[src/rtl/vga_pattern_sched_if.sv]
// Control/status bundle between the VGA front end and the pattern scheduler.
// The master drives frame timing and user requests; the slave reports pattern/blanking state.
interface vga_pattern_sched_if #(
  parameter int PW = 2
);
  logic          frame_start;
  logic          btn_next;
  logic          btn_mono;
  logic          auto_en;
  logic [PW-1:0] pattern;
  logic          mono;
  logic          gen_rst;
  logic          blank;
  logic          busy;

  modport master (
    output frame_start, btn_next, btn_mono, auto_en,
    input  pattern, mono, gen_rst, blank, busy
  );

  modport slave (
    input  frame_start, btn_next, btn_mono, auto_en,
    output pattern, mono, gen_rst, blank, busy
  );
endinterface

[src/rtl/vga_pattern_sched.sv]
// Frame-synchronous test-pattern scheduler: pattern advances and mono switches only
// take effect at frame boundaries, with a generator reset pulse and whole-frame blanking.
module vga_pattern_sched #(
  parameter int NPAT        = 4,
  parameter int PW          = 2,
  parameter int AUTO_FRAMES = 300,
  parameter int BLANK_FR    = 1,
  parameter int CW          = 9
) (
  input  logic               clk,
  input  logic               rst_n,
  vga_pattern_sched_if.slave bus
);
  typedef enum logic [1:0] {RUN, PEND, BLANK} state_t;

  localparam logic [CW-1:0] AUTO_LAST  = CW'(AUTO_FRAMES - 1);
  localparam logic [CW-1:0] BLANK_LAST = CW'(BLANK_FR - 1);
  localparam logic [PW-1:0] PAT_LAST   = PW'(NPAT - 1);

  state_t        state_reg;
  logic [PW-1:0] pattern_reg;
  logic          mono_reg;
  logic          gen_rst_reg;
  logic          blank_reg;
  logic          busy_reg;
  logic [CW-1:0] auto_cnt_reg;
  logic [CW-1:0] blank_cnt_reg;
  logic          req_q_reg;
  logic          btn_prev_reg;

  logic nxt_edge;
  logic auto_hit;
  logic req;

  assign nxt_edge = btn_prev_reg & ~bus.btn_next;
  assign auto_hit = (state_reg == RUN) & bus.auto_en & bus.frame_start &
                    (auto_cnt_reg == AUTO_LAST);
  assign req      = nxt_edge | auto_hit;

  always_ff @(posedge clk or negedge rst_n) begin
    if (!rst_n) begin
      state_reg     <= RUN;
      pattern_reg   <= '0;
      mono_reg      <= 1'b0;
      gen_rst_reg   <= 1'b0;
      blank_reg     <= 1'b0;
      busy_reg      <= 1'b0;
      auto_cnt_reg  <= '0;
      blank_cnt_reg <= '0;
      req_q_reg     <= 1'b0;
      btn_prev_reg  <= 1'b0;
    end else begin
      btn_prev_reg <= bus.btn_next;
      gen_rst_reg  <= 1'b0;

      // Timer only runs while idle; a pattern change below overrides this with a clear.
      if (!bus.auto_en)
        auto_cnt_reg <= '0;
      else if (state_reg == RUN && bus.frame_start)
        auto_cnt_reg <= auto_hit ? '0 : auto_cnt_reg + CW'(1);

      case (state_reg)
        RUN: begin
          if (bus.frame_start)
            mono_reg <= bus.btn_mono;
          if (req) begin
            state_reg <= PEND;
            busy_reg  <= 1'b1;
          end
        end
        PEND: begin
          if (req)
            req_q_reg <= 1'b1;
          if (bus.frame_start) begin
            pattern_reg   <= (pattern_reg == PAT_LAST) ? '0 : pattern_reg + PW'(1);
            mono_reg      <= bus.btn_mono;
            gen_rst_reg   <= 1'b1;
            blank_reg     <= 1'b1;
            blank_cnt_reg <= '0;
            auto_cnt_reg  <= '0;
            state_reg     <= BLANK;
          end
        end
        BLANK: begin
          if (bus.frame_start) begin
            if (blank_cnt_reg == BLANK_LAST) begin
              blank_reg <= 1'b0;
              // A request landing on the final blank frame counts as queued.
              if (req_q_reg || req) begin
                state_reg <= PEND;
                req_q_reg <= 1'b0;
              end else begin
                state_reg <= RUN;
                busy_reg  <= 1'b0;
              end
            end else begin
              blank_cnt_reg <= blank_cnt_reg + CW'(1);
              if (req)
                req_q_reg <= 1'b1;
            end
          end else if (req) begin
            req_q_reg <= 1'b1;
          end
        end
        default: begin
          state_reg <= RUN;
          busy_reg  <= 1'b0;
        end
      endcase
    end
  end

  assign bus.pattern = pattern_reg;
  assign bus.mono    = mono_reg;
  assign bus.gen_rst = gen_rst_reg;
  assign bus.blank   = blank_reg;
  assign bus.busy    = busy_reg;
endmodule
[src/flat_wrapper.sv]
// flat-port wrapper written by rule: the top's interface ports become plain ports
module vga_pattern_sched_flat 
#(
  parameter int NPAT        = 4,
  parameter int PW          = 2,
  parameter int AUTO_FRAMES = 300,
  parameter int BLANK_FR    = 1,
  parameter int CW          = 9
)
  (clk, rst_n, bus_frame_start, bus_btn_next, bus_btn_mono, bus_auto_en, bus_pattern, bus_mono, bus_gen_rst, bus_blank, bus_busy);
  vga_pattern_sched_if #(.PW(PW)) bus_i ();
  input  logic clk;
  input  logic rst_n;
  input wire logic [$bits(bus_i.frame_start)-1:0] bus_frame_start;
  input wire logic [$bits(bus_i.btn_next)-1:0] bus_btn_next;
  input wire logic [$bits(bus_i.btn_mono)-1:0] bus_btn_mono;
  input wire logic [$bits(bus_i.auto_en)-1:0] bus_auto_en;
  output wire logic [$bits(bus_i.pattern)-1:0] bus_pattern;
  output wire logic [$bits(bus_i.mono)-1:0] bus_mono;
  output wire logic [$bits(bus_i.gen_rst)-1:0] bus_gen_rst;
  output wire logic [$bits(bus_i.blank)-1:0] bus_blank;
  output wire logic [$bits(bus_i.busy)-1:0] bus_busy;
  assign bus_i.frame_start = bus_frame_start;
  assign bus_i.btn_next = bus_btn_next;
  assign bus_i.btn_mono = bus_btn_mono;
  assign bus_i.auto_en = bus_auto_en;
  assign bus_pattern = bus_i.pattern;
  assign bus_mono = bus_i.mono;
  assign bus_gen_rst = bus_i.gen_rst;
  assign bus_blank = bus_i.blank;
  assign bus_busy = bus_i.busy;
  vga_pattern_sched #(.NPAT(NPAT), .PW(PW), .AUTO_FRAMES(AUTO_FRAMES), .BLANK_FR(BLANK_FR), .CW(CW)) u_core (.clk(clk), .rst_n(rst_n), .bus(bus_i));
endmodule
[config.mk]
export PLATFORM = sky130hd
export DESIGN_NAME = vga_pattern_sched_flat
export DESIGN_NICKNAME = d
export VERILOG_FILES = /design/src/rtl/vga_pattern_sched_if.sv /design/src/rtl/vga_pattern_sched.sv /design/src/flat_wrapper.sv
export SDC_FILE = /design/constraint.sdc
export NUM_CORES = 1
export LEC_CHECK = 0
export CAP_MARGIN = 20
export CORE_MARGIN = 2
export CORE_UTILIZATION = 52
export DETAILED_ROUTE_END_ITERATION = 10
export PLACE_DENSITY_LB_ADDON = 0.2
export SLEW_MARGIN = 0
export SYNTH_ARGS = -nofsm -noshare
export SYNTH_HDL_FRONTEND = slang
export SYNTH_SLANG_ARGS = --single-unit
[constraint.sdc]
create_clock -name clk -period 4.65 [get_ports clk]
set_clock_uncertainty 0.1 [all_clocks]
set_input_delay 0.93 -clock clk [delete_from_list [all_inputs] [get_ports clk]]
set_output_delay 0.93 -clock clk [all_outputs]
set_load 0.02 [all_outputs]
==> reports/results.txt <==
The die outline height is 58.18 µm, and the fraction of layout cells with a size suffix above 1 is 9.524%. Global routing used 31.98% of the available met2 tracks. Setup repair after global routing left no endpoint under its margin. In the layout the commonest cells are dfrtp_1 (28), nand2_1 (22), nor2_1 (15).

Yosys printed 0 warnings. The run gives 1 as the depth of the CTS H-tree. Leaving out fill and tap cells, the most frequent cell in the layout is dfrtp_1.

The run gives 0 as the buffers inserted during post-CTS setup optimization. Clock-pin slew was measured on the worst setup and hold paths at 0.15 ns. The library cell with the largest summed area after synthesis was dfrtp_1. The detail route stage leaves a number of antenna-violating nets equal to 0. Dividing total power by cell area gives a power density of 417.2 nW/µm².

The source of the worst register-to-register timing path is u_core.state_reg[0]. The core region is 2781 µm². The most crowded layer after global routing is met2. The final critical path takes up 59.63% of the cycle. In this run, post-CTS repair resized a total of 0 instances. The detailed router placed 1,159 vias in this run.

For this run, design rule violations remaining after detail routing come to 0. Global routing used 19.38% of the available tracks across all layers. The run gives 19 as the number of rows created at floorplan. Cells fill 60.82% of the core in the end. At the end of routability-driven placement, the weighted congestion stood at 0.8560. The final hold violation count came out at 0.

Once the floorplan was initialized, standard cells occupied 54.88% of the core. By area the synthesized netlist is led by dfrtp_1 (46%), ha_1 (6.6%), nand2_1 (5.4%). The number of global-route vias before repair is 1,174, and the synthesized netlist cell count is 156. The HPWL after detailed placement is 2147 µm. TritonCTS built the clock tree. Number of max-capacitance violations reported: 0. Most used flip-flop cell after synthesis: dfrtp_1.

The tools report the area after detailed placement as 1655 µm². The number of clock buffers added by TritonCTS is 3. The portion of synthesized cell area occupied by the leading cell type was 45.90%.

In the final timing run, aggregate negative setup slack is 0 ns. Total count of max-transition violations in the final report: 0. Summed over all cells, the static leakage comes to 0.0007129 µW. The sequential element share of the synthesized area was 45.90%. Setup violations remaining at the end of the flow were counted as 0. In this run the most critical hold path is launched from u_core.req_q_reg. Pin placement for this block handled 12 I/O pins. Category of the critical setup timing path: primary input to flop.

The number of synthesized flops with an enable pin is 0, and the worst-case vdd ir drop is 0.4218 mV. The clock reaches the later pin of the worst-skew pair after 0.32 ns. For the antenna cell count, the log shows 0. For the number of nets in the layout, the log shows 183. The run gives 42 as the number of different library cells in the post-synthesis netlist. The clock drives 28 sinks.

The logs give 245 for the count of fill cells added during filler insertion and 0 for the number of hold-repair buffers added at the cts stage. The run gives 26.89% as the met1 usage. For this block, the initial DRC count from the detailed router was 50. In the routed layout, each cell is associated on average with a via count of 5.824. Averaged over all synthesized cells, the footprint is 9.785 µm².

For this run, the detailed router's first-pass iteration total came to 4. The run gives 1526 µm² as the summed instance area of the synthesized netlist. Clock tree synthesis selected as its root buffer the cell clkbuf_4. The time the worst path needs with I/O delays and setup is 2.773 ns. Measured along the x axis, the die boundary spans 58.18 µm.

For the routed wire length, the log shows 2847 µm. Static timing analysis puts the maximum clock frequency at 360.7 MHz. The largest individual stage delay along the critical path comes from the cell clkdlybuf4s50_1.

The flop and latch count out of synthesis was 28. The final instance area was 1692 µm². For the relative slew slack, the log shows 50.72%. The origin of the worst setup path is bus_frame_start.

The remaining global-route overflow came out at 0. Traced cell by cell, the critical path runs through clkdlybuf4s50_1 > nand4_1 > nor4_4 > o211ai_2 > mux2_4. The largest single stage delay on the critical path is 0.71 ns. The tools report the maximum clock insertion buffer count as 2. The worst setup path is launched from a primary input. The data arrival time of the critical path is 2.90 ns, and the fraction of synthesis flops using an asynchronous set or reset pin is 100.0%. The initial antenna violation count came out at 0. STA classifies the critical path endpoint as a flop. At the worst endpoint, the required time is 4.77 ns.

The floorplan step defined a die boundary enclosing 3385 µm². For this run, global-route usage on met3 was measured as 2.902%. The quantity of I/O buffers inserted on ports was 11; the slew at the pin closest to its max-slew limit was 0.7368 ns.

Maximum fanout encountered on the critical timing path: 12. The area growth from synthesis to layout is 10.82%. Counting every net in the synthesized netlist gives 170. The run finished with clean final reports. Entering global routing, the biggest net connects 18 pins. In the final routed layout, each cell accounts on average for 14.31 µm. The first global-routing pass estimated 5133 µm of wire. The type of the worst min-delay path was flop to flop.
## layout make-up
| type | instances | area, µm² | area share, % |
|---|---|---|---|
| Clock buffer | 4 | 36.28 | 2.145 |
| Inverter | 11 | 41.29 | 2.441 |
| Multi-Input combinational cell | 113 | 757.0 | 44.75 |
| Sequential cell | 28 | 700.7 | 41.42 |
| Tap cell | 31 | 38.79 | 2.293 |
| Timing Repair Buffer | 12 | 117.6 | 6.953 |
## final timing paths
kind / endpoint / slack, ns / depth (start not counted)
hold reg to reg: u_core.req_q_reg / 0.43 / 1
setup / recovery: u_core.state_reg[0] / 1.88 / 5
hold / removal: u_core.req_q_reg / 0.43 / 1
min in group asynchronous: u_core.auto_cnt_reg[4] / 0.92 / 1
max in group asynchronous: u_core.state_reg[0] / 2.88 / 2
setup reg to reg: u_core.blank_cnt_reg[3] / 2.29 / 6
## worst max-delay path: cells and delay by family
kind	cells	cell delay [ns]
simple gates	2	0.77
compound gates	1	0.17
buf+inv	1	0.71
mux	1	0.32
## synth_stat cells, types with 3 or more instances
library cell,n
nand2_1,22
inv_1,11
nor2_1,15
or4_1,3
nand3_1,6
o221ai_1,3
xnor2_1,9
dfrtp_1,28
ha_1,8
o21ai_0,6
nor3_1,4
nor4_1,6
## stage by stage
stage                     power (µW)  cells  setup WS (ns)  hold WS, ns
after floorplan                502.0    156          2.483       0.3702
after global placement         582.8    195          1.612       0.3899
after detailed placement       595.8    195          1.525       0.3980
after CTS                      714.5    199          1.882       0.4302
after global routing           756.9    199          1.727       0.4700
final                          705.7    199          1.877       0.4320
## power breakdown
group | switching, µW | leakage, µW | internal (µW) | total [µW]
combinational | 151 | 0.000321 | 127 | 278
clock | 70.6 | 0.0000210 | 47.8 | 118
sequential | 28.7 | 0.000371 | 281 | 310
## kinds of logic (layout without fill, tap and decap cells)
kind of cell | after synthesis | count (layout) | share of synthesized area, %
compound gates | 25 | 25 | 12.46
xor+xnor | 10 | 10 | 5.738
fa+ha+maj | 8 | 8 | 6.558
buf+inv | 15 | 27 | 4.508
flops | 28 | 28 | 45.90
mux | 3 | 3 | 2.459
simple gates | 67 | 67 | 22.38
## routing by layer
| metal | wire length [µm] | vias up |
|---|---|---|
| met4 | 22 | 0 |
| met3 | 96 | 4 |
| li1 | - | 573 |
| met1 | 1380 | 565 |
| met2 | 1348 | 17 |
| met5 | 0 | - |
(Power assumes the default switching activity.)
